<file path="config.mk">
export PLATFORM = sky130hd
export DESIGN_NAME = bus_master_ctrl
export DESIGN_NICKNAME = d
export VERILOG_FILES = /design/src/rtl/bus_pkg.sv /design/src/rtl/bus_tmo_cnt.sv /design/src/rtl/bus_master_ctrl.sv
export SDC_FILE = /design/constraint.sdc
export NUM_CORES = 1
export LEC_CHECK = 0
export CAP_MARGIN = 40
export CORE_MARGIN = 3
export CORE_UTILIZATION = 40
export CTS_BUF_LIST = sky130_fd_sc_hd__clkbuf_4 sky130_fd_sc_hd__clkbuf_8
export DETAILED_ROUTE_END_ITERATION = 16
export GPL_TIMING_DRIVEN = 0
export PLACE_DENSITY = 0.75
export SETUP_SLACK_MARGIN = 0.15
export SYNTH_ARGS = -nofsm -noshare
export SYNTH_HDL_FRONTEND = slang
export SYNTH_SLANG_ARGS = --single-unit
</file>
<file path="constraint.sdc">
create_clock -name clk -period 5.8 [get_ports clk]
set_input_delay 1.16 -clock clk [delete_from_list [all_inputs] [get_ports clk]]
set_output_delay 1.16 -clock clk [all_outputs]
set_load 0.02 [all_outputs]
</file>
<file path="src/rtl/bus_pkg.sv">
// Shared bus definitions: default master parameters, master FSM states and
// arbiter state constants used by the bus masters and their arbiter.
package bus_pkg;

  localparam int BUS_AW_DEF    = 16;
  localparam int BUS_DW_DEF    = 16;
  localparam int BUS_TMO_DEF   = 15;
  localparam int BUS_MAX_BEATS = 4;
  localparam int BUS_TMO_W     = 8;

  typedef enum logic [1:0] {
    ST_IDLE = 2'd0,
    ST_REQ  = 2'd1,
    ST_XFER = 2'd2,
    ST_REL  = 2'd3
  } mst_state_t;

  typedef enum logic [1:0] {
    ARB_IDLE = 2'd0,
    ARB_GNT0 = 2'd1,
    ARB_GNT1 = 2'd2
  } arb_state_t;

  // True when the beat just completed is the final beat of the command.
  function automatic logic is_last_beat(input logic [1:0] beat, input logic [1:0] len);
    return beat == len;
  endfunction

endpackage

</file>
<file path="src/rtl/bus_tmo_cnt.sv">
// Slave-response watchdog: counts stalled beat cycles and flags the cycle
// whose stall would bring the count up to the TMO limit.
module bus_tmo_cnt
  import bus_pkg::*;
#(
  parameter int TMO = BUS_TMO_DEF
) (
  input  logic clk,
  input  logic rst,
  input  logic clr,
  input  logic en,
  output logic expire
);

  localparam logic [BUS_TMO_W-1:0] LAST = BUS_TMO_W'(TMO - 1);

  logic [BUS_TMO_W-1:0] cnt;

  // Expiry is flagged on the stalled cycle that completes the TMO-th wait,
  // so the master leaves XFER right after exactly TMO stalled cycles.
  assign expire = en && (cnt == LAST);

  // Count stalled cycles; clear has priority so a fresh beat starts from zero.
  always_ff @(posedge clk) begin
    if (rst || clr) begin
      cnt <= '0;
    end else if (en) begin
      cnt <= cnt + 1'b1;
    end
  end

endmodule

</file>
<file path="src/rtl/bus_master_ctrl.sv">
// Burst bus master: accepts a 1..4 beat read/write command, requests the bus
// from an arbiter, runs the beats with a per-beat timeout, then releases the
// bus for one cycle while reporting completion.
module bus_master_ctrl
  import bus_pkg::*;
#(
  parameter int AW  = BUS_AW_DEF,
  parameter int DW  = BUS_DW_DEF,
  parameter int TMO = BUS_TMO_DEF
) (
  input  logic                             clk,
  input  logic                             rst,
  input  logic                             cmd_valid,
  output logic                             cmd_ready,
  input  logic                             cmd_we,
  input  logic [AW-1:0]                    cmd_addr,
  input  logic [1:0]                       cmd_len,
  input  logic [BUS_MAX_BEATS*DW-1:0]      cmd_wdata,
  output logic                             rsp_valid,
  output logic [DW-1:0]                    rsp_rdata,
  output logic                             done,
  output logic                             err,
  output logic                             breq,
  input  logic                             bgrt,
  output logic                             bus_en,
  output logic                             bus_we,
  output logic [AW-1:0]                    bus_addr,
  output logic [DW-1:0]                    bus_wdata,
  input  logic [DW-1:0]                    bus_rdata,
  input  logic                             bus_ack
);

  mst_state_t                    state;
  logic                          lat_we;
  logic [AW-1:0]                 lat_addr;
  logic [1:0]                    lat_len;
  logic [BUS_MAX_BEATS*DW-1:0]   lat_wdata;
  logic [1:0]                    beat;
  logic                          beat_done;
  logic                          tmo_clr;
  logic                          tmo_en;
  logic                          tmo_expire;

  // The strobe follows the grant directly so a grant withdrawn mid-burst
  // stops the bus in the same cycle; ack without a strobe is never a beat.
  assign bus_en    = (state == ST_XFER) && bgrt;
  assign beat_done = bus_en && bus_ack;
  assign bus_we    = lat_we;
  assign bus_addr  = lat_addr + AW'(beat);
  assign bus_wdata = lat_wdata[beat*DW +: DW];

  // Wait counter runs only on stalled strobes inside XFER and restarts per beat.
  assign tmo_clr = (state != ST_XFER) || beat_done;
  assign tmo_en  = bus_en && !bus_ack;

  bus_tmo_cnt #(
    .TMO (TMO)
  ) u_tmo (
    .clk    (clk),
    .rst    (rst),
    .clr    (tmo_clr),
    .en     (tmo_en),
    .expire (tmo_expire)
  );

  // Master FSM with registered handshake, request, response and status outputs.
  always_ff @(posedge clk) begin
    if (rst) begin
      state     <= ST_IDLE;
      cmd_ready <= 1'b1;
      breq      <= 1'b0;
      done      <= 1'b0;
      err       <= 1'b0;
      rsp_valid <= 1'b0;
      rsp_rdata <= '0;
      lat_we    <= 1'b0;
      lat_addr  <= '0;
      lat_len   <= '0;
      lat_wdata <= '0;
      beat      <= '0;
    end else begin
      done      <= 1'b0;
      err       <= 1'b0;
      rsp_valid <= 1'b0;
      case (state)
        ST_IDLE: begin
          if (cmd_valid && cmd_ready) begin
            lat_we    <= cmd_we;
            lat_addr  <= cmd_addr;
            lat_len   <= cmd_len;
            lat_wdata <= cmd_wdata;
            beat      <= '0;
            cmd_ready <= 1'b0;
            breq      <= 1'b1;
            state     <= ST_REQ;
          end
        end
        ST_REQ: begin
          if (bgrt) begin
            state <= ST_XFER;
          end
        end
        ST_XFER: begin
          if (beat_done) begin
            if (!lat_we) begin
              rsp_valid <= 1'b1;
              rsp_rdata <= bus_rdata;
            end
            if (is_last_beat(beat, lat_len)) begin
              breq  <= 1'b0;
              done  <= 1'b1;
              state <= ST_REL;
            end else begin
              beat <= beat + 1'b1;
            end
          end else if (tmo_expire) begin
            breq  <= 1'b0;
            done  <= 1'b1;
            err   <= 1'b1;
            state <= ST_REL;
          end
        end
        ST_REL: begin
          cmd_ready <= 1'b1;
          state     <= ST_IDLE;
        end
        default: begin
          cmd_ready <= 1'b1;
          breq      <= 1'b0;
          state     <= ST_IDLE;
        end
      endcase
    end
  end

endmodule

</file>
==> results.yml <==
drt:
  wire_per_inst_um: 15.7
  drt_iter0_drc: 484
  vias: 4801
  routed_via_density: 5.03
  ant_nets: 0
  drt-pass1-iter-count: 5
  wl_mm: 15.0
  post-route-drc-count: 0
layout:
  nFillCells: 1049
  layout.nets: 887
  syn_to_final_growth_pct: 44.2
  final_util_pct: 59.5
  drive_above_1_share_pct: 8.91
  num_antenna_cells: 0
floorplanning:
  fp.coreArea_sq_mm: 0.0121
  pin_count: 159
  die_x_um: 118
  die_h_um: 118
  rows: 40
  dieArea_sq_mm: 0.0139
  initial_core_util_pct: 41.3
worst_hold_path:
  whs_path_depth: 2
  worstHoldPathType: "flip-flop to flip-flop"
  min_to: "lat_wdata[31]"
  min_from: "lat_wdata[31]"
timing:
  min_period_over_period_pct: 70.9
  rsz0062_at_grt: "false"
  setup_violations: 0
  slew_headroom_pct: 57.5
  fin_skew_ns: 0.00737
  hold_viol: 0
  fin_crit_ns: 4.11
  setup_ws_ns: 1.69
  setup_tns_ns: 0
  final-max-slew-violation-count: 0
  tightest_slew_ns: 0.637
  fmax_mhz: 243
clock_tree:
  cts-root-buf: "clkbuf_8"
  cts_setup_buffers: 0
  cts_made_buffers: 17
  htree_levels: 4
  clkTransAtPathRegs_ns: 0.07
  cts_resized: 0
  insertion_delay_ns: 0.43
  cts_tree: "yes"
  cts_buffer_depth: 2
  ctsHoldBuffers: 0
  clkSinkCount: 116
logic_synthesis:
  synth-edff-count: 0
  syn-num-nets: 710
  ys_warn_count: 0
  synth_most_common_cell: "nand2_1"
  syn_avg_cell_area_sq_um: 8.39
  synth_cell_types: 45
  ys_ff_latch: 116
  synthFlopType: "dfxtp_1"
  synth_cells: 596
  synth_top_area_cell: "dfxtp_1"
  synth.top_cell.area_share_pct: 46.5
  async_reset_ff_share_pct: 0
  yosys-top-cells-area: "dfxtp_1 (46%), nand2_1 (16%), a21oi_1 (10%)"
  syn-cell-area_sq_mm: 0.00500
  yosysSeqAreaShare_pct: 46.5
  synth_common_cells: "nand2_1 (210), dfxtp_1 (116), a21oi_1 (103), clkbuf_1 (17)"
global_route:
  grt_pass1_wl_mm: 23.4
  grt_max_degree: 17
  antenna_found_initial: 0
  grt_pass1_vias: 4741
  track_usage_pct: 21.1
  grt_overflow_total: 0
setup_path:
  regToRegSetupSlack_ns: 3.83
  critPathCaptureType: "output pin"
  crit_required_ns: 4.64
  critPathKind: "flip-flop to output pin"
  crit_arrival_ns: 2.95
  startpoint_type: "flip-flop"
  max_stage_delay_ns: 0.62
  reg2reg_depth: 7
  critical-path-top-delay-family: "adder cells"
  worst-path-buf-inv: 2
  timing.rr.start: "state[0]"
  slowest_stage: "clkdlybuf4s50_1"
  timing.critical_path.cells: "ha_1 > inv_1 > fa_1 > nor3_1 > nand2_1 > xnor2_1 > clkdlybuf4s50_1"
  crit_fanout: 4
  r2r_end: "lat_wdata[17]"
placed_design:
  dpl.hpwl_mm: 11.5
  port_buffers: 158
  pre_cts_ws_ns: 2.03
  place.gp.congestion: 0.905
pwr:
  p_leak_nw: 2.58
  peakVddDrop_mv: 0.185
  power_density_mw_per_mm2: 365
flow_run:
  cap_violations: 0
run_status:
  status: "completed"
-- report_power, final --
part,leakage (nW),internal (mW),switching [mW]
Sequential,0.946,0.928,0.0990
Combinational,1.42,0.357,0.464
Clock,0.217,0.436,0.347
-- cells by family (layout without fill, tap and decap cells) --
logic type	Yosys count	count (layout)	share of synthesized area, %
AO/OA/AOI/OAI	116	116	12.4
AND/OR/NAND/NOR	265	265	22.1
multiplexers	17	17	7.71
buffers and inverters	49	239	4.46
flip-flops	116	116	46.5
XOR/XNOR	23	23	4.18
adder cells (fa/ha/maj)	10	10	2.65
-- worst reg2reg max path: stages (launching register included) --
cell	delay, ns
dfxtp_1	0.38
inv_1	0.11
ha_1	0.30
nand3_1	0.15
buf_2	0.25
buf_1	0.42
nand2_1	0.11
a21oi_1	0.17
-- registers in the layout, indices dropped and copies added (netlist names) --
name       count
lat_addr      16
breq           1
done           1
rsp_valid      1
lat_wdata     64
bus_we         1
err            1
state          2
rsp_rdata     16
u_tmo.cnt      8
cmd_ready      1
beat           2
lat_len        2
-- how the worst max path moves through the flow --
| stage | from | end | slack [ns] | cells after the start |
|---|---|---|---|---|
| final | beat[0] | bus_addr[10] | 1.69 | 7 |
| after global routing | beat[0] | bus_addr[14] | 1.55 | 7 |
| after CTS | beat[0] | bus_addr[10] | 1.71 | 7 |
| after detailed placement | bgrt | bus_en | 2.03 | 4 |
| after global placement | bgrt | bus_en | 2.04 | 4 |
| after floorplan | beat[1] | bus_addr[10] | 2.87 | 6 |
-- routing by layer --
layer	GRT usage, %	up-vias	wire length [um]
li1	-	2349	-
met1	25.6	2228	6230
met2	35.0	191	7270
met3	5.91	33	1060
met4	9.52	0	397
met5	0	-	0
-- cells in the final DEF, fill, tap and decap left out, types with 2 or more instances in the layout --
cell type	n
a211oi_1	4
a21oi_1	103
and2_1	2
and3_1	3
buf_1	6
buf_2	13
buf_4	2
buf_6	2
bufinv_16	3
clkbuf_1	17
clkbuf_8	17
clkdlybuf4s50_1	158
clkinv_2	3
clkinv_4	4
dfxtp_1	116
ha_1	9
inv_1	8
inv_6	3
mux4_1	4
mux4_2	12
nand2_1	210
nand2b_1	4
nand3_1	9
nand3_2	2
nand3b_1	2
nand4_1	4
nor2_1	15
nor3_1	4
nor4_1	3
xnor2_1	15
xor2_1	7
-- layout make-up --
cell class                 count  area (sq um)  share of cell area (%)
multi-input combinational    431          2450                    34.0
sequential                   116          2320                    32.2
timing repair buffer         158          1580                    21.9
clock buffer                  18           241                    3.35
tap                          168           210                    2.92
buffer                        40           189                    2.62
clock inverter                14           178                    2.46
inverter                       9          33.8                   0.469
-- per-stage QoR --
step           area, sq um  hold slack, ns  total power, mW  instances
2_1_floorplan         5000           0.432             1.51        596
3_3_place_gp          6790           0.439             1.82        922
3_5_place_dp          6790           0.449             1.86        922
4_1_cts               7210           0.459             2.64        954
5_1_grt               7210           0.480             2.77        954
6_report              7210           0.457             2.63        954
(Power assumes the default switching activity.)
